<file path="src/rtl/bus_pkg.sv">
// Shared bus widths, latency-counter width and the split-target state encoding.
// Pure declarations; no logic or timing of its own.
// Imported by split_target and target_mem.
package bus_pkg;

  localparam int ADDR_W    = 16;
  localparam int DATA_W    = 8;
  localparam int IDX_W     = 8;
  localparam int CNT_W     = 4;
  localparam int MEM_DEPTH = 1 << IDX_W;

  typedef enum logic [2:0] {
    ST_IDLE,
    ST_WR_COLLECT,
    ST_WR_ACK,
    ST_RD_WAIT,
    ST_SPLIT_REQ,
    ST_RD_RESP
  } state_e;

  // A latency of zero is treated as one so the counter always has a terminal value.
  function automatic logic [CNT_W-1:0] eff_latency(input int lat);
    return (lat < 1) ? CNT_W'(1) : CNT_W'(lat);
  endfunction

endpackage

</file>
<file path="src/rtl/target_mem.sv">
// 256 x 8 target storage: synchronous write, combinational read.
// Write lands on the clock edge; read data follows raddr_i in the same cycle.
// Not cleared by reset; each cell powers up holding INIT_SEED + its index (mod 256).
module target_mem
  import bus_pkg::*;
#(
  parameter logic [DATA_W-1:0] INIT_SEED = 8'h00
) (
  input  logic              clk,
  input  logic              we_i,
  input  logic [IDX_W-1:0]  waddr_i,
  input  logic [DATA_W-1:0] wdata_i,
  input  logic [IDX_W-1:0]  raddr_i,
  output logic [DATA_W-1:0] rdata_o
);

  logic [DATA_W-1:0] cells [MEM_DEPTH];

  for (genvar g = 0; g < MEM_DEPTH; g++) begin : g_cell
    // Power-up image is seed + address; contents survive reset deliberately.
    logic [DATA_W-1:0] cell_q = INIT_SEED + DATA_W'(g);

    // Each cell captures write data when addressed.
    always_ff @(posedge clk) begin
      if (we_i && (waddr_i == IDX_W'(g))) begin
        cell_q <= wdata_i;
      end
    end

    assign cells[g] = cell_q;
  end

  assign rdata_o = cells[raddr_i];

endmodule

</file>
<file path="src/rtl/split_target.sv">
// Bus target with 256-byte store; writes collect address and data in any order,
// reads wait READ_LATENCY cycles and optionally release the bus via a split.
// One transaction at a time: strobes arriving while s_ready is low are dropped.
module split_target
  import bus_pkg::*;
#(
  parameter logic [ADDR_W-1:0] ADDR_BASE     = 16'h0000,
  parameter int                READ_LATENCY  = 4,
  parameter logic              SPLIT_EN      = 1'b1,
  parameter logic [DATA_W-1:0] MEM_INIT_DATA = 8'h00
) (
  input  logic              clk,
  input  logic              rst,
  input  logic [ADDR_W-1:0] s_addr_in,
  input  logic              s_addr_in_valid,
  input  logic [DATA_W-1:0] s_data_in,
  input  logic              s_data_in_valid,
  input  logic              s_rw,
  input  logic              s_split_grant,
  output logic              s_ack,
  output logic              s_split_ack,
  output logic [DATA_W-1:0] s_data_out,
  output logic              s_data_out_valid,
  output logic              s_split_req,
  output logic              s_ready
);

  localparam logic [CNT_W-1:0] LAT_EFF = eff_latency(READ_LATENCY);

  state_e            state_q;
  logic [CNT_W-1:0]  cnt_q;
  logic [IDX_W-1:0]  idx_q;
  logic              addr_vld_q;
  logic [DATA_W-1:0] wdata_q;
  logic              data_vld_q;
  logic              ack_q;
  logic              split_ack_q;
  logic              split_req_q;
  logic              dout_vld_q;
  logic [DATA_W-1:0] dout_q;
  logic              ready_q;

  logic              addr_match;
  logic              addr_take;
  logic              data_take;
  logic              wr_fire;
  logic [IDX_W-1:0]  wr_idx;
  logic [DATA_W-1:0] wr_data;
  logic [DATA_W-1:0] mem_rdata;

  assign addr_match = (s_addr_in[ADDR_W-1:IDX_W] == ADDR_BASE[ADDR_W-1:IDX_W]);

  // Decide whether this edge completes a write: address and data both held,
  // counting strobes present this cycle as already held.
  always_comb begin
    addr_take = 1'b0;
    data_take = 1'b0;
    wr_fire   = 1'b0;
    wr_idx    = idx_q;
    wr_data   = wdata_q;
    if (state_q == ST_IDLE || state_q == ST_WR_COLLECT) begin
      addr_take = s_addr_in_valid && addr_match && (state_q == ST_IDLE);
      data_take = s_data_in_valid && s_rw;
      wr_idx    = addr_vld_q ? idx_q : s_addr_in[IDX_W-1:0];
      wr_data   = data_take ? s_data_in : wdata_q;
      wr_fire   = (data_take || data_vld_q) && ((addr_take && s_rw) || addr_vld_q);
    end
  end

  target_mem #(
    .INIT_SEED(MEM_INIT_DATA)
  ) u_mem (
    .clk     (clk),
    .we_i    (wr_fire),
    .waddr_i (wr_idx),
    .wdata_i (wr_data),
    .raddr_i (idx_q),
    .rdata_o (mem_rdata)
  );

  // Transaction FSM; every bus output is a register updated here.
  always_ff @(posedge clk or posedge rst) begin
    if (rst) begin
      state_q     <= ST_IDLE;
      cnt_q       <= '0;
      idx_q       <= '0;
      addr_vld_q  <= 1'b0;
      wdata_q     <= '0;
      data_vld_q  <= 1'b0;
      ack_q       <= 1'b0;
      split_ack_q <= 1'b0;
      split_req_q <= 1'b0;
      dout_vld_q  <= 1'b0;
      dout_q      <= '0;
      ready_q     <= 1'b1;
    end else begin
      ack_q       <= 1'b0;
      split_ack_q <= 1'b0;
      dout_vld_q  <= 1'b0;
      unique case (state_q)
        ST_IDLE, ST_WR_COLLECT: begin
          if (wr_fire) begin
            addr_vld_q <= 1'b0;
            data_vld_q <= 1'b0;
            ack_q      <= 1'b1;
            ready_q    <= 1'b0;
            state_q    <= ST_WR_ACK;
          end else begin
            if (data_take) begin
              wdata_q    <= s_data_in;
              data_vld_q <= 1'b1;
            end
            if (addr_take) begin
              idx_q   <= s_addr_in[IDX_W-1:0];
              ready_q <= 1'b0;
              if (s_rw) begin
                addr_vld_q <= 1'b1;
                state_q    <= ST_WR_COLLECT;
              end else begin
                cnt_q       <= LAT_EFF;
                split_ack_q <= SPLIT_EN;
                state_q     <= ST_RD_WAIT;
              end
            end
          end
        end
        ST_WR_ACK: begin
          ready_q <= 1'b1;
          state_q <= ST_IDLE;
        end
        ST_RD_WAIT: begin
          cnt_q <= cnt_q - 1'b1;
          if (cnt_q <= CNT_W'(1)) begin
            cnt_q <= '0;
            if (SPLIT_EN) begin
              split_req_q <= 1'b1;
              state_q     <= ST_SPLIT_REQ;
            end else begin
              dout_q     <= mem_rdata;
              dout_vld_q <= 1'b1;
              ack_q      <= 1'b1;
              state_q    <= ST_RD_RESP;
            end
          end
        end
        ST_SPLIT_REQ: begin
          if (s_split_grant) begin
            split_req_q <= 1'b0;
            dout_q      <= mem_rdata;
            dout_vld_q  <= 1'b1;
            ack_q       <= 1'b1;
            state_q     <= ST_RD_RESP;
          end
        end
        ST_RD_RESP: begin
          ready_q <= 1'b1;
          state_q <= ST_IDLE;
        end
        default: begin
          ready_q <= 1'b1;
          state_q <= ST_IDLE;
        end
      endcase
    end
  end

  assign s_ack            = ack_q;
  assign s_split_ack      = split_ack_q;
  assign s_split_req      = split_req_q;
  assign s_data_out_valid = dout_vld_q;
  assign s_data_out       = dout_q;
  assign s_ready          = ready_q;

endmodule
</file>
<file path="config.mk">
export PLATFORM = sky130hd
export DESIGN_NAME = split_target
export DESIGN_NICKNAME = d
export VERILOG_FILES = /design/src/rtl/bus_pkg.sv /design/src/rtl/target_mem.sv /design/src/rtl/split_target.sv
export SDC_FILE = /design/constraint.sdc
export NUM_CORES = 2
export LEC_CHECK = 0
export CORE_MARGIN = 1
export CORE_UTILIZATION = 35
export DETAILED_ROUTE_END_ITERATION = 10
export PLACE_DENSITY = 0.46
export SLEW_MARGIN = 20
export SYNTH_ARGS = -nofsm -noshare
export SYNTH_HDL_FRONTEND = slang
export SYNTH_HIERARCHICAL = 1
export SYNTH_SLANG_ARGS = --single-unit
</file>
<file path="constraint.sdc">
create_clock -name clk -period 4.9 [get_ports clk]
set_input_delay 0.98 -clock clk [delete_from_list [all_inputs] [get_ports clk]]
set_output_delay 0.98 -clock clk [all_outputs]
set_load 0.005 [all_outputs]
</file>
==> results.json <==
{
  "crit_slowest_cell": "dfrtp_4",
  "dp.cells": 7266,
  "vias": 41607,
  "synth_common_cells": "edfxtp_1, mux4_2, nor2_1, mux2i_1, a22oi_1",
  "cellLeakagePower_nw": 29.2,
  "worstHoldStart": "wdata_q[0]",
  "synth_edf_count": 2048,
  "rsz0062_at_grt": "no",
  "dp_hpwl_um": 153000,
  "drive_above_1_share_pct": 27.7,
  "reg2reg_from": "idx_q[0]",
  "crit_start": "idx_q[0]",
  "period_needed_ns": 4.09,
  "synth_nets": 4004,
  "synth.largest_area_cell": "edfxtp_1",
  "path_max_fanout": 20,
  "cp_top_family": "compound AO/OA/AOI/OAI gates",
  "fp.coreArea_um2": 231000,
  "postCtsSetupBuffers": 0,
  "dieArea_um2": 235000,
  "synth_area_um2": 81600,
  "stdcell_area_um2": 95600,
  "rows": 176,
  "routedWlPerCell_um": 30.6,
  "fmax_mhz": 244,
  "ys_ff_latch": 2086,
  "cts_resized": 0,
  "avgViaCountPerCell": 5.42,
  "slew_headroom_pct": 30.7,
  "setup-violations-final": 0,
  "timing.setup.tns_ns": 0,
  "insertion_delay_ns": 0.86,
  "io_buffers": 42,
  "die_w_um": 485,
  "yosysTopAreaCellShare_pct": 75.4,
  "drv_cap": 0,
  "drc_errors": 0,
  "overflow": 0,
  "critPathBufInv": 1,
  "power_density_nw_per_um2": 407,
  "crit_path_max_incr_delay_ns": 0.79,
  "tightest_slew_ns": 1.03,
  "hold_class": "reg2reg",
  "path_clk_slew_ns": 0.06,
  "cts_root_buf": "clkbuf_16",
  "wl_um": 235000,
  "dpl-instance-area_um2": 88600,
  "worstPathArrival_ns": 4.84,
  "drt_iter0_drc": 4055,
  "yosysMostFrequentCell": "edfxtp_1",
  "dp_worst_setup_slack_ns": 0.164,
  "antenna_found_initial": 10,
  "instances_no_fill": 7680,
  "cts_tree": "done",
  "ys_types": 73,
  "synth_cells": 3972,
  "timing.final.crit_share_pct": 83.5,
  "worst_slack_ns": 0.809,
  "synth.area.top_cells": "edfxtp_1, mux4_2, mux2i_1",
  "worst-endpoint-required_ns": 5.65,
  "start_util_pct": 35.4,
  "end_kind": "register",
  "grt_pass1_vias": 41859,
  "syn_to_final_growth_pct": 17.2,
  "irDropWorstVdd_v": 0.000312,
  "cts.sinks": 2086,
  "grt.total_usage_pct": 19.9,
  "slew_violations": 0,
  "die_h_um": 485,
  "outcome": "complete, no violations",
  "drtPass1Iterations": 6,
  "ys_seq_area_share_pct": 76.5,
  "synth_warnings": 6,
  "ioPinCount": 43,
  "cts-hold-fix-buffers": 0,
  "cts_buffer_depth": 3,
  "synth_flop_cell": "edfxtp_1",
  "ctsHtreeMaxLevel": 4,
  "grt_max_degree": 93,
  "worstPathCellList": "buf_4, mux4_2, a22oi_1, a21oi_1, or3_1, o22ai_1, nor3_2, mux2_2",
  "path_class": "reg2reg",
  "hold_viol": 0,
  "ant_nets": 0,
  "grt_pass1_wl_um": 331000,
  "avgSynthCellArea_um2": 20.5,
  "fin_skew_ns": 0.0449,
  "place.gp.congestion": 0.826,
  "synthArstFlopShare_pct": 1.82,
  "final_nets": 4495,
  "startpoint_type": "register",
  "cts_buffers": 221
}
[area by class of cell]
class	instances	area [um^2]
Sequential cell	2086	62500
Fill cell	20290	135000
Timing Repair Buffer	505	4480
Clock buffer	284	5880
Inverter	13	48.8
Clock inverter	126	1120
Antenna cell	4	10.0
Tap cell	3026	3790
Multi-Input combinational cell	1636	17800
[per-layer routing]
| layer | share of wire, % | GRT usage [%] | up-vias |
|---|---|---|---|
| li1 | - | - | 17529 |
| met1 | 45 | 28.9 | 22464 |
| met2 | 47 | 31.6 | 1348 |
| met3 | 5.8 | 2.96 | 266 |
| met4 | 1.9 | 4.36 | 0 |
| met5 | 0 | 0 | - |
[worst register-to-register path: stages, from the launching register on]
cell and delay [ns]:
dfrtp_4 0.79, buf_4 0.51, mux4_2 0.64, a22oi_1 0.38, a21oi_1 0.18, or3_1 0.52, o22ai_1 0.57, nor3_2 0.10
mux2_2 0.29
[through the flow]
| step | util [%] | power (mW) | hold WS [ns] |
|---|---|---|---|
| CTS | 41.4 | 39.4 | 0.538 |
| finish | 41.4 | 38.9 | 0.533 |
| detailed placement | 38.4 | 23.1 | 0.525 |
| global route | 41.4 | 40.1 | 0.553 |
| floorplan | - | 21.8 | 0.477 |
| global placement | 38.4 | 23.1 | 0.515 |
[cells by family (layout without fill, tap and decap cells)]
| kind of cell | count (synthesis) | count (layout) | share of synthesized area, % |
|---|---|---|---|
| other | 0 | 4 | 0 |
| AND/OR/NAND/NOR | 530 | 530 | 3.04 |
| flip-flops | 2086 | 2086 | 76.5 |
| buffers and inverters | 250 | 928 | 1.92 |
| multiplexers | 668 | 668 | 14.8 |
| adder cells (fa/ha/maj) | 2 | 2 | 0.0307 |
| AO/OA/AOI/OAI | 436 | 436 | 3.72 |
[path summary, 6_finish.rpt]
kind | slack (ns) | cells past startpoint | to
setup reg to reg | 0.81 | 8 | s_data_out[7]
max in group asynchronous | 3.42 | 2 | idx_q[1]
setup / recovery | 0.81 | 8 | s_data_out[7]
hold reg to reg | 0.53 | 1 | wdata_q[0]
hold / removal | 0.53 | 1 | wdata_q[0]
min in group asynchronous | 0.70 | 2 | cnt_q[1]
[sequential cells by signal (all words and copies together) (netlist names)]
name                 cells
addr_vld_q               1
cnt_q                    4
data_vld_q               1
idx_q                    8
s_ack                    1
s_data_out               8
s_data_out_valid         1
s_ready                  1
s_split_ack              1
s_split_req              1
state_q                  3
u_mem/g_cell.cell_q   2048
wdata_q                  8
[where the power goes]
| part | switching, mW | total [mW] | internal (mW) |
|---|---|---|---|
| logic | 1.67 | 2.31 | 0.636 |
| clock network | 6.94 | 16.3 | 9.33 |
| registers | 0.0866 | 20.4 | 20.3 |
| total | 8.69 | 38.9 | 30.3 |
[layout by cell type (no fill, tap or decap), types with 16 or more instances in the layout]
cell             count
mux4_2             423
a22oi_1            126
buf_4              416
o21ai_0             26
clkinv_2            39
o22ai_1             38
nor4_1              16
clkbuf_16          225
buf_12              47
bufinv_16           17
clkdlybuf4s50_1     42
o221ai_1            37
dfrtp_1             32
edfxtp_1          2048
nand2_1             53
nor2_1             283
nand3_1             36
nor2b_1             20
mux2i_1            199
clkbuf_1            56
clkinv_1            53
a21oi_1            102
mux2_2              38
nor3_1              33
No activity file was read; power rests on OpenSTA's default activity.
